`src/rtl/picosoc_bus_fabric_pkg.sv`:
```
// Shared types and constants for the picorv32 bus fabric.
package picosoc_bus_pkg;

    localparam int          MAX_SLAVES        = 16;
    localparam logic [31:0] DEFAULT_ERR_RDATA = 32'hDEAD_BEEF;

    typedef enum logic [1:0] {
        ST_IDLE = 2'd0,
        ST_WAIT = 2'd1,
        ST_RESP = 2'd2,
        ST_ERR  = 2'd3
    } state_t;

    // Width of a slave index; a single-slave fabric still needs one bit.
    function automatic int sel_width(input int n);
        return (n > 1) ? $clog2(n) : 1;
    endfunction

endpackage

```
`src/rtl/picosoc_bus_fabric_if.sv`:
```
// picorv32 native port plus the per-slave request/response lines.
// master: CPU and peripheral side; slave: the fabric itself.
interface picosoc_bus_fabric_if #(
    parameter int NUM_SLAVES = 4
);
    logic                    m_valid;
    logic                    m_instr;
    logic [31:0]             m_addr;
    logic [31:0]             m_wdata;
    logic [3:0]              m_wstrb;
    logic                    m_ready;
    logic [31:0]             m_rdata;

    logic [NUM_SLAVES-1:0]   s_valid;
    logic [31:0]             s_addr;
    logic [31:0]             s_wdata;
    logic [3:0]              s_wstrb;
    logic [NUM_SLAVES-1:0]   s_ready;
    logic [32*NUM_SLAVES-1:0] s_rdata;

    modport master (
        output m_valid, m_instr, m_addr, m_wdata, m_wstrb, s_ready, s_rdata,
        input  m_ready, m_rdata, s_valid, s_addr, s_wdata, s_wstrb
    );

    modport slave (
        input  m_valid, m_instr, m_addr, m_wdata, m_wstrb, s_ready, s_rdata,
        output m_ready, m_rdata, s_valid, s_addr, s_wdata, s_wstrb
    );

endinterface

```
`src/rtl/picosoc_bus_fabric_addr_decode.sv`:
```
// Priority address matcher: slot i hits when (addr & mask_i) == base_i, lowest index wins.
// Purely combinational, no latency and no handshake.
module picosoc_addr_decode #(
    parameter int                        NUM_SLAVES = 4,
    parameter int                        SEL_W      = 2,
    parameter logic [32*NUM_SLAVES-1:0]  SLAVE_BASE = {NUM_SLAVES{32'h0}},
    parameter logic [32*NUM_SLAVES-1:0]  SLAVE_MASK = {NUM_SLAVES{32'hFFFF_FFFF}}
) (
    input  logic [31:0]      i_addr,
    output logic             o_hit,
    output logic [SEL_W-1:0] o_idx
);

    // Scan from the top down so the lowest matching slot is written last.
    always_comb begin
        o_hit = 1'b0;
        o_idx = '0;
        for (int i = NUM_SLAVES - 1; i >= 0; i--) begin
            if ((i_addr & SLAVE_MASK[32*i +: 32]) == SLAVE_BASE[32*i +: 32]) begin
                o_hit = 1'b1;
                o_idx = SEL_W'(i);
            end
        end
    end

endmodule

```
`src/rtl/picosoc_bus_fabric.sv`:
```
// N-slave picorv32 interconnect with error termination of unmapped or hung accesses.
// Latency 1 cycle to m_ready (2 with REG_RESP); waits on s_ready up to TIMEOUT_CYCLES.
module picosoc_bus_fabric
    import picosoc_bus_pkg::*;
#(
    parameter int                        NUM_SLAVES     = 4,
    parameter logic [32*NUM_SLAVES-1:0]  SLAVE_BASE     = {NUM_SLAVES{32'h0}},
    parameter logic [32*NUM_SLAVES-1:0]  SLAVE_MASK     = {NUM_SLAVES{32'hFFFF_FFFF}},
    parameter int                        TIMEOUT_CYCLES = 255,
    parameter logic [31:0]               ERR_RDATA      = DEFAULT_ERR_RDATA,
    parameter bit                        REG_RESP       = 1'b0
) (
    input  logic                 clk,
    input  logic                 reset,
    picosoc_bus_fabric_if.slave  bus,
    output logic                 irq_buserr,
    output logic [31:0]          err_addr,
    output logic [7:0]           err_count
);

    localparam int SEL_W = sel_width(NUM_SLAVES);
    localparam int CNT_W = (TIMEOUT_CYCLES > 0) ? $clog2(TIMEOUT_CYCLES + 1) : 1;

    state_t             r_state;
    state_t             w_state_nxt;
    logic [SEL_W-1:0]   r_sel;
    logic [CNT_W-1:0]   r_count;
    logic [31:0]        r_resp;
    logic [31:0]        r_err_addr;
    logic [7:0]         r_err_count;

    logic               w_hit;
    logic [SEL_W-1:0]   w_idx;
    logic               w_sel_rdy;
    logic [31:0]        w_sel_rdata;
    logic [CNT_W-1:0]   w_count_inc;
    logic               w_timeout;
    logic               w_m_ready;
    logic [31:0]        w_m_rdata;
    logic               w_irq;
    logic [NUM_SLAVES-1:0] w_s_valid;
    logic               w_unused_instr;

    picosoc_addr_decode #(
        .NUM_SLAVES (NUM_SLAVES),
        .SEL_W      (SEL_W),
        .SLAVE_BASE (SLAVE_BASE),
        .SLAVE_MASK (SLAVE_MASK)
    ) u_decode (
        .i_addr (bus.m_addr),
        .o_hit  (w_hit),
        .o_idx  (w_idx)
    );

    assign w_unused_instr = bus.m_instr;
    assign w_sel_rdy      = bus.s_ready[r_sel];
    assign w_sel_rdata    = bus.s_rdata[32*int'(r_sel) +: 32];

    // w_count_inc is the number of WAIT cycles spent including the current one.
    assign w_count_inc = r_count + CNT_W'(1);
    assign w_timeout   = (TIMEOUT_CYCLES != 0) && (w_count_inc == CNT_W'(TIMEOUT_CYCLES));

    always_comb begin
        w_state_nxt = r_state;
        w_m_ready   = 1'b0;
        w_m_rdata   = '0;
        w_irq       = 1'b0;
        case (r_state)
            ST_IDLE: begin
                if (bus.m_valid) begin
                    w_state_nxt = w_hit ? ST_WAIT : ST_ERR;
                end
            end
            ST_WAIT: begin
                if (!bus.m_valid) begin
                    w_state_nxt = ST_IDLE;
                end else if (w_sel_rdy) begin
                    if (REG_RESP) begin
                        w_state_nxt = ST_RESP;
                    end else begin
                        w_m_ready   = 1'b1;
                        w_m_rdata   = w_sel_rdata;
                        w_state_nxt = ST_IDLE;
                    end
                end else if (w_timeout) begin
                    w_state_nxt = ST_ERR;
                end
            end
            ST_RESP: begin
                w_m_ready   = 1'b1;
                w_m_rdata   = r_resp;
                w_state_nxt = ST_IDLE;
            end
            ST_ERR: begin
                w_m_ready   = 1'b1;
                w_m_rdata   = ERR_RDATA;
                w_irq       = 1'b1;
                w_state_nxt = ST_IDLE;
            end
            default: w_state_nxt = ST_IDLE;
        endcase
    end

    always_ff @(posedge clk) begin
        if (reset) begin
            r_state     <= ST_IDLE;
            r_sel       <= '0;
            r_count     <= '0;
            r_resp      <= '0;
            r_err_addr  <= '0;
            r_err_count <= '0;
        end else begin
            r_state <= w_state_nxt;
            if (r_state == ST_IDLE && bus.m_valid && w_hit) begin
                r_sel   <= w_idx;
                r_count <= '0;
            end else if (r_state == ST_WAIT) begin
                r_count <= w_count_inc;
            end
            if (r_state == ST_WAIT && w_sel_rdy) begin
                r_resp <= w_sel_rdata;
            end
            if (r_state == ST_ERR) begin
                r_err_addr <= bus.m_addr;
                if (r_err_count != 8'hFF) begin
                    r_err_count <= r_err_count + 8'd1;
                end
            end
        end
    end

    always_comb begin
        w_s_valid = '0;
        if (r_state == ST_WAIT && bus.m_valid) begin
            w_s_valid[r_sel] = 1'b1;
        end
    end

    // A slave answering in the reset cycle must not complete the aborted transfer.
    assign bus.m_ready = w_m_ready & ~reset;
    assign bus.m_rdata = reset ? 32'h0 : w_m_rdata;
    assign irq_buserr  = w_irq & ~reset;
    assign bus.s_valid = w_s_valid;
    assign bus.s_addr  = bus.m_addr;
    assign bus.s_wdata = bus.m_wdata;
    assign bus.s_wstrb = bus.m_wstrb;
    assign err_addr    = r_err_addr;
    assign err_count   = r_err_count;

endmodule

```
`src/flat_wrapper.sv`:
```
// flat-port wrapper written by rule: the top's interface ports become plain ports
module picosoc_bus_fabric_flat import picosoc_bus_pkg::*;
#(
    parameter int                        NUM_SLAVES     = 4,
    parameter logic [32*NUM_SLAVES-1:0]  SLAVE_BASE     = {NUM_SLAVES{32'h0}},
    parameter logic [32*NUM_SLAVES-1:0]  SLAVE_MASK     = {NUM_SLAVES{32'hFFFF_FFFF}},
    parameter int                        TIMEOUT_CYCLES = 255,
    parameter logic [31:0]               ERR_RDATA      = DEFAULT_ERR_RDATA,
    parameter bit                        REG_RESP       = 1'b0
)
  (clk, reset, irq_buserr, err_addr, err_count, bus_m_valid, bus_m_instr, bus_m_addr, bus_m_wdata, bus_m_wstrb, bus_s_ready, bus_s_rdata, bus_m_ready, bus_m_rdata, bus_s_valid, bus_s_addr, bus_s_wdata, bus_s_wstrb);
  picosoc_bus_fabric_if #(.NUM_SLAVES(NUM_SLAVES)) bus_i ();
  input  logic clk;
  input  logic reset;
  output logic irq_buserr;
  output logic [31:0] err_addr;
  output logic [7:0] err_count;
  input wire logic [$bits(bus_i.m_valid)-1:0] bus_m_valid;
  input wire logic [$bits(bus_i.m_instr)-1:0] bus_m_instr;
  input wire logic [$bits(bus_i.m_addr)-1:0] bus_m_addr;
  input wire logic [$bits(bus_i.m_wdata)-1:0] bus_m_wdata;
  input wire logic [$bits(bus_i.m_wstrb)-1:0] bus_m_wstrb;
  input wire logic [$bits(bus_i.s_ready)-1:0] bus_s_ready;
  input wire logic [$bits(bus_i.s_rdata)-1:0] bus_s_rdata;
  output wire logic [$bits(bus_i.m_ready)-1:0] bus_m_ready;
  output wire logic [$bits(bus_i.m_rdata)-1:0] bus_m_rdata;
  output wire logic [$bits(bus_i.s_valid)-1:0] bus_s_valid;
  output wire logic [$bits(bus_i.s_addr)-1:0] bus_s_addr;
  output wire logic [$bits(bus_i.s_wdata)-1:0] bus_s_wdata;
  output wire logic [$bits(bus_i.s_wstrb)-1:0] bus_s_wstrb;
  assign bus_i.m_valid = bus_m_valid;
  assign bus_i.m_instr = bus_m_instr;
  assign bus_i.m_addr = bus_m_addr;
  assign bus_i.m_wdata = bus_m_wdata;
  assign bus_i.m_wstrb = bus_m_wstrb;
  assign bus_i.s_ready = bus_s_ready;
  assign bus_i.s_rdata = bus_s_rdata;
  assign bus_m_ready = bus_i.m_ready;
  assign bus_m_rdata = bus_i.m_rdata;
  assign bus_s_valid = bus_i.s_valid;
  assign bus_s_addr = bus_i.s_addr;
  assign bus_s_wdata = bus_i.s_wdata;
  assign bus_s_wstrb = bus_i.s_wstrb;
  picosoc_bus_fabric #(.NUM_SLAVES(NUM_SLAVES), .SLAVE_BASE(SLAVE_BASE), .SLAVE_MASK(SLAVE_MASK), .TIMEOUT_CYCLES(TIMEOUT_CYCLES), .ERR_RDATA(ERR_RDATA), .REG_RESP(REG_RESP)) u_core (.clk(clk), .reset(reset), .bus(bus_i), .irq_buserr(irq_buserr), .err_addr(err_addr), .err_count(err_count));
endmodule
```
`config.mk`:
```
export PLATFORM = sky130hd
export DESIGN_NAME = picosoc_bus_fabric_flat
export DESIGN_NICKNAME = d
export VERILOG_FILES = /design/src/rtl/picosoc_bus_fabric_pkg.sv /design/src/rtl/picosoc_bus_fabric_if.sv /design/src/rtl/picosoc_bus_fabric_addr_decode.sv /design/src/rtl/picosoc_bus_fabric.sv /design/src/flat_wrapper.sv
export SDC_FILE = /design/constraint.sdc
export NUM_CORES = 1
export LEC_CHECK = 0
export ABC_AREA = 0
export CAP_MARGIN = 15
export CORE_AREA = 2 2 134 136
export CTS_CLUSTER_DIAMETER = 60
export DETAILED_ROUTE_END_ITERATION = 12
export DIE_AREA = 0 0 136 138
export GPL_ROUTABILITY_DRIVEN = 0
export HOLD_SLACK_MARGIN = 0.15
export PLACE_DENSITY_LB_ADDON = 0.12
export SLEW_MARGIN = 20
export SYNTH_ARGS = -nofsm -noshare
export SYNTH_HDL_FRONTEND = slang
export SYNTH_SLANG_ARGS = --single-unit
```
`constraint.sdc`:
```
create_clock -name clk -period 1.5 [get_ports clk]
set_clock_uncertainty 0.1 [all_clocks]
set_input_delay 0.15 -clock clk [delete_from_list [all_inputs] [get_ports clk]]
set_output_delay 0.15 -clock clk [all_outputs]
set_load 0.02 [all_outputs]
```
==> impl_metrics.ini <==
[cells_and_area]
drive_gt1_frac = 0.327
fin_nets = 978
instances_no_fill = 1007
syn2layout_area_growth_pct = 71.2

[synth]
synth_compound_area_frac = 0.167
synthesis.instances = 583
synth_area_sq_um = 4290
synth_warnings = 0
synth-simple-area-share = 0.240
synth_top_family_by_area = simple AND/OR/NAND/NOR gates
synthArstFlopShare = 0
synth_xor_area_frac = 0.0266
ys_seq_area_frac = 0.383
synth-edff-count = 0
syn_area_per_cell_sq_um = 7.35
yosys.cell_types.count = 41
synth_ff_type = dfxtp_1
synthMuxAreaShare = 0.00233
synth_seq_cells = 82
synth_adder_area_share = 0.00875

[critical_path]
path_max_fanout = 5
crit_required_ns = 1.25
crit_type = flip-flop to primary output
rr_worst_depth = 6
cp.arrival_ns = 1.51
start_kind = flip-flop
critPathCaptureType = primary output

[floorplanning]
initial_core_util = 0.245
die_area_sq_um = 18800
die_w_microns = 136
die_h_microns = 138
num_rows = 49
io_pins = 350
core-area_sq_um = 17500

[clock_network]
cts_sinks = 82
cts_buffers = 9
root_buffer = clkbuf_16
htreeDepth = 3
cts_tree = done
clkLatencyLatePin_ns = 0.34
clkTransAtPathRegs_ns = 0.07
clockBufferDepth = 2

[placed_design]
io_buffers = 174
dpl.hpwl_mm = 10.8
post-place-ws_ns = -0.711
dpl.cell_count = 978

[sta]
slew_headroom = 0.504
finalSetupTns_ns = -7.83
rsz0062_at_grt = yes
worst_slew_pin_slew_ns = 0.745
post-route-period-util = 1.18
finalSetupViolations = 42
worst_hold_slack_ns = 0.142
hold_viol = 0
slew_violations = 0
fin_ws_ns = -0.265
period_minus_slack_ns = 1.76
fmax_ghz = 0.567

[detailed_routing]
first_pass_iters = 4
drc = 0
drtIter0Drc = 142
routed_wl_mm = 15.4
wire_per_inst_microns = 15.2
viasPerCell = 4.47
ant_nets = 0
vias = 4499

[power]
peakVddDrop_v = 0.000479
p_leak_nw = 2.95
power_density_nw_per_um2 = 783
power.total_mw = 5.75

[min_path]
hold_path_class = input port to flip-flop
hold_path_depth = 4

[outcome]
status = finished with violations
violations = setup timing

[global_routing]
grt_max_degree = 33
grt_pass1_vias = 4547
antenna_found_initial = 1
grtUsageTotal = 0.160
gr-total-overflow = 0
grt_pass1_wl_mm = 23.9

[flow_run]
cap_violations = 0
[power by group]
part / leakage (nW) / internal [mW] / total (mW) / switching, mW
combinational: 2.13 / 0.529 / 1.05 / 0.516
clock: 0.159 / 1.51 / 2.45 / 0.945
sequential: 0.667 / 2.22 / 2.25 / 0.0269
[flip-flops by register name, indices dropped and copies added, names as in the netlist]
signal / count
u_core.err_addr: 32
u_core.err_count: 8
u_core.r_count: 8
u_core.r_resp: 32
u_core.r_state: 2
[critical path, stage by stage, from the launching register on]
cell	delay [ns]
dfxtp_2	0.34
and3b_2	0.28
and2_4	0.23
a21oi_4	0.07
nor2_2	0.11
buf_6	0.13
[cell families (layout without fill, tap and decap cells)]
| kind of cell | count (synthesis) | after routing |
|---|---|---|
| compound gates | 136 | 136 |
| fa+ha+maj | 3 | 3 |
| simple gates | 232 | 233 |
| other cells | 1 | 5 |
| mux | 1 | 1 |
| buf+inv | 115 | 305 |
| flops | 82 | 82 |
| xor+xnor | 13 | 13 |
[synth_stat cells (2+ instances only)]
cell       count  area share
nand2_1      158        0.14
a21oi_1       98        0.11
dfxtp_1       82        0.38
buf_4         71        0.12
o21ai_0       25       0.029
nor2_1        21       0.018
clkbuf_1      18       0.016
buf_2         17       0.020
nor2b_1        9       0.013
nor3_1         9       0.011
nor4_1         9       0.013
xnor2_1        7       0.014
xor2_1         6       0.012
inv_1          5      0.0044
nand3_1        5      0.0058
nand4_1        5      0.0073
and3_1         3      0.0044
ha_1           3      0.0088
o31ai_1        3      0.0053
a2111oi_0      2      0.0041
a31oi_1        2      0.0029
and2_1         2      0.0029
buf_1          2      0.0018
buf_6          2      0.0053
o211ai_1       2      0.0035
or4_1          2      0.0035
[routing by layer]
metal,wire [microns],vias up,track usage
li1,-,2251,-
met4,349,0,0.0680
met2,7830,104,0.278
met1,6370,2119,0.195
met5,0,-,0
met3,799,25,0.0238
[path summary, 6_finish.rpt]
check | start | to | slack, ns
max | u_core.r_state[1] | bus_m_rdata[29] | -0.26
min | bus_m_addr[20] | u_core.err_addr[20] | 0.14
max reg2reg | u_core.r_state[0] | u_core.err_count[6] | -0.21
min reg2reg | u_core.r_resp[24] | u_core.r_resp[24] | 0.35
[layout by cell type, fill, tap and decap left out, types with 4 or more instances in the layout]
cell type / count
a21oi_1: 65
a21oi_2: 24
a21oi_4: 9
buf_12: 8
buf_4: 101
buf_6: 29
clkbuf_16: 11
clkdlybuf4s15_1: 5
clkdlybuf4s50_1: 62
dfxtp_1: 76
dfxtp_2: 4
dlygate4sd2_1: 66
dlygate4sd3_1: 4
dlymetal6s2s_1: 4
inv_1: 5
nand2_1: 150
nand2_2: 8
nand3_1: 5
nand4_1: 5
nor2_1: 8
nor2_2: 13
nor2b_1: 4
nor2b_4: 4
nor3_1: 8
nor4_2: 7
o21ai_0: 7
o21ai_1: 12
o21ai_2: 6
xnor2_1: 7
xor2_1: 6
[what timing repair did]
| action | in CTS | in global routing |
|---|---|---|
| cloned | 2 | 2 |
| pin swaps | 17 | 10 |
| endpoints found under the hold margin | 16 | 1 |
| endpoints found under the setup margin | 188 | 89 |
| hold buffers | 4 | 1 |
| gates resized for setup | 340 | 37 |
| buffers inserted | 1 | 2 |
[area by class of cell]
type	instances	area, sq um
clock buffers	10	239
inverters	5	18.8
well taps	229	287
multi-input cells	389	2370
fillers	1862	10200
repair buffers	284	2680
diodes	2	5.00
flip-flops and latches	82	1650
clock inverters	6	90.1
[stage by stage]
| step | utilization | cell area (sq um) |
|---|---|---|
| finish | 0.419 | 7340 |
| global route | 0.419 | 7340 |
| CTS | 0.408 | 7160 |
| detailed placement | 0.379 | 6640 |
| global placement | 0.379 | 6640 |
| floorplan | - | 4480 |
Note: power is estimated with default switching activity, not from simulation.
